<file path="config.mk">
export PLATFORM = sky130hd
export DESIGN_NAME = screen_ram_arbiter
export DESIGN_NICKNAME = d
export VERILOG_FILES = /design/src/rtl/screen_ram_arbiter_pkg.sv /design/src/rtl/screen_ram_arbiter_sync_fifo.sv /design/src/rtl/screen_ram_arbiter.sv
export SDC_FILE = /design/constraint.sdc
export NUM_CORES = 1
export LEC_CHECK = 0
export ABC_AREA = 1
export CAP_MARGIN = 20
export CORE_MARGIN = 5
export CORE_UTILIZATION = 40
export DETAILED_ROUTE_END_ITERATION = 16
export GPL_TIMING_DRIVEN = 0
export HOLD_SLACK_MARGIN = 0.08
export MAX_ROUTING_LAYER = met4
export PLACE_DENSITY = 0.63
export SLEW_MARGIN = 20
export SYNTH_ARGS = -nofsm -noshare
export SYNTH_HDL_FRONTEND = slang
export SYNTH_HIERARCHICAL = 1
export SYNTH_SLANG_ARGS = --single-unit
</file>
<file path="constraint.sdc">
create_clock -name clk -period 2.7 [get_ports clk]
set_input_delay 0.54 -clock clk [delete_from_list [all_inputs] [get_ports clk]]
set_output_delay 0.54 -clock clk [all_outputs]
set_load 0.02 [all_outputs]
</file>
<file path="src/rtl/screen_ram_arbiter_pkg.sv">
// Shared screen RAM definitions: screen window geometry and the port-owner / read-tag encodings
// used by the work/screen RAM arbiter.
package screen_defs;

  localparam logic [10:0] SCREEN_BASE = 11'h200;
  localparam int          SCREEN_SIZE = 1024;

  // Who drives the single RAM port in the current cycle.
  typedef enum logic [1:0] {
    OWN_CPU   = 2'd0,
    OWN_VID   = 2'd1,
    OWN_DRAIN = 2'd2
  } owner_e;

  // Which consumer the RAM read data returning next cycle belongs to.
  typedef enum logic [1:0] {
    TAG_NONE   = 2'd0,
    TAG_VID    = 2'd1,
    TAG_CPU_RD = 2'd2
  } rd_tag_e;

endpackage

</file>
<file path="src/rtl/screen_ram_arbiter_sync_fifo.sv">
// First-word-fall-through synchronous FIFO holding posted CPU writes ({addr, data} entries).
// Push while full is accepted only when a pop happens in the same cycle.
module sync_fifo #(
  parameter int WIDTH = 19,
  parameter int DEPTH = 4
) (
  input  logic             clk,
  input  logic             reset,
  input  logic             push,
  input  logic             pop,
  input  logic [WIDTH-1:0] wdata,
  output logic [WIDTH-1:0] rdata,
  output logic             full,
  output logic             empty
);

  localparam int PW = $clog2(DEPTH);

  logic [WIDTH-1:0] mem [DEPTH];
  logic [PW-1:0]    wr_ptr;
  logic [PW-1:0]    rd_ptr;
  logic [PW:0]      count;
  logic             do_push;
  logic             do_pop;

  assign empty   = (count == '0);
  assign full    = (count == (PW+1)'(DEPTH));
  assign do_pop  = pop & ~empty;
  assign do_push = push & (~full | do_pop);
  assign rdata   = mem[rd_ptr];

  // NOTE: state registers use non-blocking assignments so every flop samples pre-edge values.
  always_ff @(posedge clk) begin
    if (reset) begin
      wr_ptr <= '0;
      rd_ptr <= '0;
      count  <= '0;
    end else begin
      if (do_push) wr_ptr <= wr_ptr + 1'b1;
      if (do_pop)  rd_ptr <= rd_ptr + 1'b1;
      case ({do_push, do_pop})
        2'b10:   count <= count + 1'b1;
        2'b01:   count <= count - 1'b1;
        default: count <= count;
      endcase
    end
  end

  // NOTE: storage is deliberately not reset; count/empty guard every read of stale entries.
  always_ff @(posedge clk) begin
    if (do_push) mem[wr_ptr] <= wdata;
  end

endmodule

</file>
<file path="src/rtl/screen_ram_arbiter.sv">
// Shares the single work/screen RAM port between the VGA renderer (absolute priority),
// a posted-write drain FIFO, and direct CPU accesses; steers returning read data by tag.
module screen_ram_arbiter
  import screen_defs::*;
#(
  parameter int ADDR_WIDTH = 11,
  parameter int DATA_WIDTH = 8,
  parameter int WBUF_DEPTH = 4
) (
  input  logic                  clk,
  input  logic                  reset,
  input  logic                  cpu_en,
  input  logic                  cpu_we,
  input  logic [ADDR_WIDTH-1:0] cpu_addr,
  input  logic [DATA_WIDTH-1:0] cpu_din,
  output logic [DATA_WIDTH-1:0] cpu_dout,
  output logic                  cpu_rdy,
  input  logic                  vid_en,
  input  logic [ADDR_WIDTH-1:0] vid_addr,
  output logic [DATA_WIDTH-1:0] vid_data,
  output logic                  ram_en,
  output logic                  ram_we,
  output logic [ADDR_WIDTH-1:0] ram_addr,
  output logic [DATA_WIDTH-1:0] ram_din,
  input  logic [DATA_WIDTH-1:0] ram_dout,
  output logic                  wbuf_overflow
);

  localparam int EW = ADDR_WIDTH + DATA_WIDTH;

  owner_e          owner;
  rd_tag_e         tag_d;
  rd_tag_e         tag_q;
  logic            cpu_rd;
  logic            cpu_wr;
  logic            fifo_push;
  logic            fifo_pop;
  logic            fifo_full;
  logic            fifo_empty;
  logic [EW-1:0]   fifo_head;
  logic            wr_drop;

  assign cpu_rd = cpu_en & ~cpu_we;
  assign cpu_wr = cpu_en & cpu_we;

  sync_fifo #(
    .WIDTH (EW),
    .DEPTH (WBUF_DEPTH)
  ) u_wbuf (
    .clk   (clk),
    .reset (reset),
    .push  (fifo_push),
    .pop   (fifo_pop),
    .wdata ({cpu_addr, cpu_din}),
    .rdata (fifo_head),
    .full  (fifo_full),
    .empty (fifo_empty)
  );

  always_comb begin
    if (vid_en)           owner = OWN_VID;
    else if (!fifo_empty) owner = OWN_DRAIN;
    else                  owner = OWN_CPU;
  end

  // NOTE: every output gets a default first so no path through the block infers a latch.
  always_comb begin
    ram_en    = 1'b0;
    ram_we    = 1'b0;
    ram_addr  = cpu_addr;
    ram_din   = cpu_din;
    cpu_rdy   = 1'b0;
    fifo_push = 1'b0;
    fifo_pop  = 1'b0;
    tag_d     = TAG_NONE;
    if (!reset) begin
      unique case (owner)
        OWN_VID: begin
          ram_en    = 1'b1;
          ram_addr  = vid_addr;
          tag_d     = TAG_VID;
          fifo_push = cpu_wr;
          cpu_rdy   = cpu_wr;
        end
        OWN_DRAIN: begin
          ram_en              = 1'b1;
          ram_we              = 1'b1;
          {ram_addr, ram_din} = fifo_head;
          fifo_pop            = 1'b1;
          fifo_push           = cpu_wr;
          cpu_rdy             = cpu_wr;
        end
        default: begin
          ram_en  = cpu_en;
          ram_we  = cpu_wr;
          cpu_rdy = 1'b1;
          tag_d   = cpu_rd ? TAG_CPU_RD : TAG_NONE;
        end
      endcase
    end
  end

  // A posted write is lost only when the buffer is full and nothing leaves it this cycle.
  assign wr_drop = fifo_push & fifo_full & ~fifo_pop;

  always_ff @(posedge clk) begin
    if (reset) begin
      tag_q         <= TAG_NONE;
      cpu_dout      <= '0;
      vid_data      <= '0;
      wbuf_overflow <= 1'b0;
    end else begin
      tag_q <= tag_d;
      if (wr_drop) wbuf_overflow <= 1'b1;
      case (tag_q)
        TAG_VID:    vid_data <= ram_dout;
        TAG_CPU_RD: cpu_dout <= ram_dout;
        default:    ;
      endcase
    end
  end

endmodule
</file>
# After elaboration in Yosys (flattened, before gate mapping)
# Memories as Yosys holds them, arrays and structs flattened. A register that Yosys moved wholly into a read port is not among the register bits.
# Cells that the tools add are included.
dict set report totals {
  ff_bits 26
  mem_bits_rw 76
  input_bits 43
  out_inout_bits 39
  wordCells 56
  mem_count 1
}
dict set report op_classes {
  n_addsub 4
  n_eq_ne 7
  muxes 23
  n_bitwise 11
  reduce_logical 3
}
# memory words word_bits read_ports rd_ports_with_merged_regs wr line_no
set memory_table {}
lappend memory_table {u_wbuf.mem 4 19 1 1 1 screen_ram_arbiter_sync_fifo.sv:19} ;# logic [WIDTH-1:0] mem [DEPTH];
# operator count
set ops {}
lappend ops {{11-bit case mux with 2 select lines} 1}
lappend ops {{8-bit 2-to-1 mux} 2}
lappend ops {{1-bit 2-to-1 mux} 11}
lappend ops {{11-bit 2-to-1 mux} 1}
lappend ops {{2-bit 2-to-1 mux} 5}
lappend ops {{1-bit bitwise AND} 6}
lappend ops {{2-bit by 1-bit == test with 1-bit output (second input constant)} 3}
lappend ops {{2-bit == test (second input constant)} 3}
lappend ops {{3-bit case mux with 2 select lines} 1}
lappend ops {{2-bit by 1-bit adder with 2-bit output (second input constant)} 2}
lappend ops {{1-bit NOT} 4}
lappend ops {{2-bit case mux with 2 select lines} 1}
lappend ops {{3-bit by 1-bit adder with 3-bit output (second input constant)} 1}
lappend ops {{3-bit == test (second input constant)} 1}
lappend ops {{3-bit logical NOT} 1}
lappend ops {{3-bit by 1-bit subtractor with 3-bit output (second input constant)} 1}
lappend ops {{1-bit case mux with 2 select lines} 1}
lappend ops {{2-bit nonzero test} 1}
lappend ops {{2-bit OR reduction} 1}
lappend ops {{1-bit bitwise OR} 1}

# Depth between registers and ports, before layout
dict set report logic_depth {
  ltp_word 11
  depth_mapped 14
  ltp_nobuf 14
}

# By module
# Netlist, hierarchy kept.
# mod instances cells_per_inst area_each_um2 seq_area_each_um2
set modules_own_cells {}
lappend modules_own_cells {sync_fifo 1 248 3286.9 2462.4}
lappend modules_own_cells {screen_ram_arbiter 1 167 1114.8 380.4}

# Worst setup path before layout
# OpenSTA, ideal clock, no wires.
dict set report synth_timing {
  path_type {register -> register}
  startpoint {register u_wbuf.count[2]}
  endpoint {memory u_wbuf.mem[0][0], enable pin}
  setup_ps 395
  t_arrival_ps 1950
  t_required_ps 2305
  slack_ps 356
  stages_incl_launch_ff 10
  path_buffers 1
  synth_period_minus_slack_ps 2344
  path_cell_list {dfxtp_1 inv_1 nand2_2 inv_1 nor2_4 nand2_4 inv_2 buf_6 o21ai_4 nor2_1}
}
dict set report synth_between {
  elab_chain_len 11
  word_cells_on_any_way 18
  classes_between {eq/ne: 3; mux: 8; bitwise: 5; reduce/logical: 2}
}
# item line_no
set synth_rtl {}
lappend synth_rtl {{from (decl)} screen_ram_arbiter_sync_fifo.sv:22} ;# logic [PW:0] count;
lappend synth_rtl {{from (signal assigned)} screen_ram_arbiter_sync_fifo.sv:42} ;# 2'b10: count <= count + 1'b1;
lappend synth_rtl {{from (signal assigned)} screen_ram_arbiter_sync_fifo.sv:43} ;# 2'b01: count <= count - 1'b1;
lappend synth_rtl {{from (signal assigned)} screen_ram_arbiter_sync_fifo.sv:44} ;# default: count <= count;
lappend synth_rtl {{3-bit logical NOT} screen_ram_arbiter_sync_fifo.sv:26} ;# assign empty = (count == '0);
lappend synth_rtl {{via fifo_empty} screen_ram_arbiter.sv:39} ;# logic fifo_empty;
lappend synth_rtl {{2-bit 2-to-1 mux} screen_ram_arbiter.sv:62} ;# else if (!fifo_empty) owner = OWN_DRAIN;
lappend synth_rtl {{2-bit 2-to-1 mux} screen_ram_arbiter.sv:61} ;# if (vid_en) owner = OWN_VID;
lappend synth_rtl {{2-bit == test} screen_ram_arbiter.sv:77} ;# unique case (owner)
lappend synth_rtl {{1-bit 2-to-1 mux} screen_ram_arbiter.sv:77}
lappend synth_rtl {{1-bit 2-to-1 mux} screen_ram_arbiter.sv:76} ;# if (!reset) begin
lappend synth_rtl {{via fifo_pop} screen_ram_arbiter.sv:37} ;# logic fifo_pop;
lappend synth_rtl {{1-bit bitwise AND} screen_ram_arbiter_sync_fifo.sv:28} ;# assign do_pop = pop & ~empty;
lappend synth_rtl {{1-bit bitwise OR} screen_ram_arbiter_sync_fifo.sv:29} ;# assign do_push = push & (~full | do_pop);
lappend synth_rtl {{1-bit bitwise AND} screen_ram_arbiter_sync_fifo.sv:29}
lappend synth_rtl {{1-bit 2-to-1 mux} screen_ram_arbiter_sync_fifo.sv:51} ;# if (do_push) mem[wr_ptr] <= wdata;
lappend synth_rtl {{1-bit 2-to-1 mux (implied by the code)} screen_ram_arbiter_sync_fifo.sv:51}
lappend synth_rtl {{to (decl)} screen_ram_arbiter_sync_fifo.sv:19}
# The timed path passes the listed nets, and every way through them passes these cells.

# Worst setup path after layout
dict set report layout_timing {
  startpoint {input vid_en}
  endpoint {output ram_addr[7]}
}
dict set report layout_between {
  elab_chain_len 4
  word_cells_on_any_way 5
  classes_between {eq/ne: 2; mux: 3}
}
# item line_no
set layout_rtl {}
lappend layout_rtl {{from (decl)} screen_ram_arbiter.sv:18} ;# input logic vid_en,
lappend layout_rtl {{2-bit 2-to-1 mux (*)} screen_ram_arbiter.sv:61}
lappend layout_rtl {{2-bit == test or 2-bit by 1-bit == test with 1-bit output (tied branches)} screen_ram_arbiter.sv:77}
lappend layout_rtl {{11-bit case mux with 2 select lines (*)} screen_ram_arbiter.sv:77}
lappend layout_rtl {{11-bit 2-to-1 mux (*)} screen_ram_arbiter.sv:76}
lappend layout_rtl {{to (decl)} screen_ram_arbiter.sv:23} ;# output logic [ADDR_WIDTH-1:0] ram_addr,
# Mark *: on every way between the ends. The rest lies on a longest branch, timed or not.

==> run metrics <==
All-Layer GR Usage=16.9%; P_leak=2.09 nW; # DRC=0; final hold violation count=0; Worst setup EP type=primary output; clock buffer depth=2; CP arrival=2.07 ns; layout cells sized above 1=13.2%; fin nets=557; Clock transition at path regs=0.09 ns; fin area=5550 sq um; CP max stage cell=clkdlybuf4s50_1; CTS H-Tree Depth=3; PnR Total Power=0.00291 W; initial antenna violation count=0; RePlAce Congestion=0.744; DR vias/cell=4.99; syn_area_per_cell=10.6 sq um; startpoint types=input port; die area=13200 sq um; Slew HR=51.0%; Clock Tree Root=clkbuf_8; Distinct cells, synth=30; Most common cell on crit path=nand2_1; placed instance area=5430 sq um; Post-Synthesis Cells=415; sequential element share of the synthesized area=64.6%; commonest non-fill, non-tap cell in the layout=edfxtp_1; Routed WL=10.4 mm; Initial DRT Pass Iterations=4; CORE AREA=10800 sq um; crit path kind=in -> out; Port Buffers=81; peak supply drop=0.000267 V; final setup margin=0.0933 ns; Worst Max-Slew Pin Slew=0.734 ns; drt initial violations=143; Clock Sink Count=104; PD cells=525 nW/um^2; vias in the first global route=3259; DP HPWL=7.15 mm; Synth Cell Area=4400 sq um; Placed Cells=638; post-route insts no fill=655; Routed WL per cell=15.9 um; Final ANT Viol Nets=0; CP required=2.16 ns; Final period util=96.5%; CP Cell Sequence=clkdlybuf4s50_1, nand2_1, inv_1, buf_6, nand2_1, nand3_2, clkdlybuf4s15_1; CTS tree=built; Synth-to-Final Area Change=26.0%; global-route wire length before repair=16.7 mm; Synthesized Nets=463; Final setup viols=0; Die X-Extent=115 um; fin. max-slew vios=0; Setup TNS=0 ns; initial core utilization=40.8%; CP max FO=11; minimum clock period=2.61 ns; max cap viols=0; RSZ-0062 raised after global routing=false; outcome=completed; Peak Freq=0.384 GHz; clk_lat worst skew=0.35 ns; io pins=82; pre-CTS setup slack=-0.444 ns; number of core rows=38; Vias=3270; Ys Warns=6; Die Span Y=115 um; CP peak stage delay=0.59 ns; largest net degree at the start of global routing=20; gr ovfl total=0; register bit total from synthesis=104; Final Skew=0.00991 ns; most frequent cells in the layout=edfxtp_1 (76), nor2_1 (72), nand2_1 (65); Num CTS Buffers=9; Hold WC Path Type=reg -> reg
## worst max-delay path, delay by kind of cell
family                 cells  cell delay, ns
buffers and inverters      4            1.23
AND/OR/NAND/NOR            3            0.29
## metal layers
| metal | share of wire, % | up-vias | track usage [%] |
|---|---|---|---|
| met4 | 1.5 | 0 | 5.95 |
| li1 | - | 1617 | - |
| met1 | 45 | 1552 | 21.5 |
| met2 | 48 | 88 | 26.5 |
| met3 | 6.0 | 13 | 3.84 |
| met5 | 0 | - | - |
## cell usage after synthesis, drive strengths merged
cell / number / share of area [%]
nor2: 80 / 7.3
edfxtp: 76 / 52
nand2: 71 / 6.9
o21ai: 61 / 7.2
dfxtp: 28 / 13
inv: 28 / 2.4
o22ai: 19 / 2.7
nand3: 15 / 2.7
buf: 14 / 2.3
a21oi: 9 / 1.0
ha: 4 / 1.1
clkbuf: 3 / 0.26
a21boi: 2 / 0.43
nand4: 2 / 0.28
a22oi: 1 / 0.17
fa: 1 / 0.45
nor4: 1 / 0.14
## cell type report
cell class,instances,area (sq um)
Tap cell,140,175
Buffer,17,120
Fill cell,995,5250
Clock buffer,9,124
Sequential cell,104,2840
Multi-Input combinational cell,266,1360
Timing Repair Buffer,83,779
Clock inverter,7,37.5
Inverter,28,105
Antenna cell,1,2.50
## cell families after synthesis
logic type / Yosys count / share of synthesized area [%]
DFF: 104 / 64.6
AOI/OAI and AO/OA: 92 / 11.5
and+or+nand+nor: 169 / 17.4
adders and majority gates: 5 / 1.59
buffers and inverters: 45 / 4.95
## through the flow
| step | util [%] | hold WS [ns] |
|---|---|---|
| after floorplan | - | 0.436 |
| after global placement | 49.9 | 0.442 |
| after detailed placement | 50.3 | 0.448 |
| after CTS | 51.7 | 0.464 |
| after global routing | 51.4 | 0.492 |
| final | 51.4 | 0.457 |
## registers in the layout (all words and copies together), names as in the netlist, named ones only
signal / count
wbuf_overflow: 1
cpu_dout: 8
u_wbuf/rd_ptr: 2
u_wbuf/wr_ptr: 2
tag_q: 2
u_wbuf/mem: 76
vid_data: 8
u_wbuf/count: 3
## path summary, 6_finish.rpt
path	startpoint	endpoint	slack, ns	cells past startpoint
max	vid_en	ram_addr[7]	0.09	7
min reg2reg	wbuf_overflow	wbuf_overflow	0.46	2
max reg2reg	u_wbuf/count[2]	u_wbuf/mem[1][11]	0.24	10
min	wbuf_overflow	wbuf_overflow	0.46	2
## report_power, final
group          internal (W)  switching (W)
logic              0.000152       0.000194
registers           0.00174      0.0000108
clock network      0.000327       0.000494
## timing repair
action                                  in CTS  in global routing
hold buffers                                 0                  0
resized for setup                           24                 30
cloned                                       0                  0
setup buffers                                0                  0
endpoints found under the setup margin      21                 19
Power figures use the tool's default switching activity.
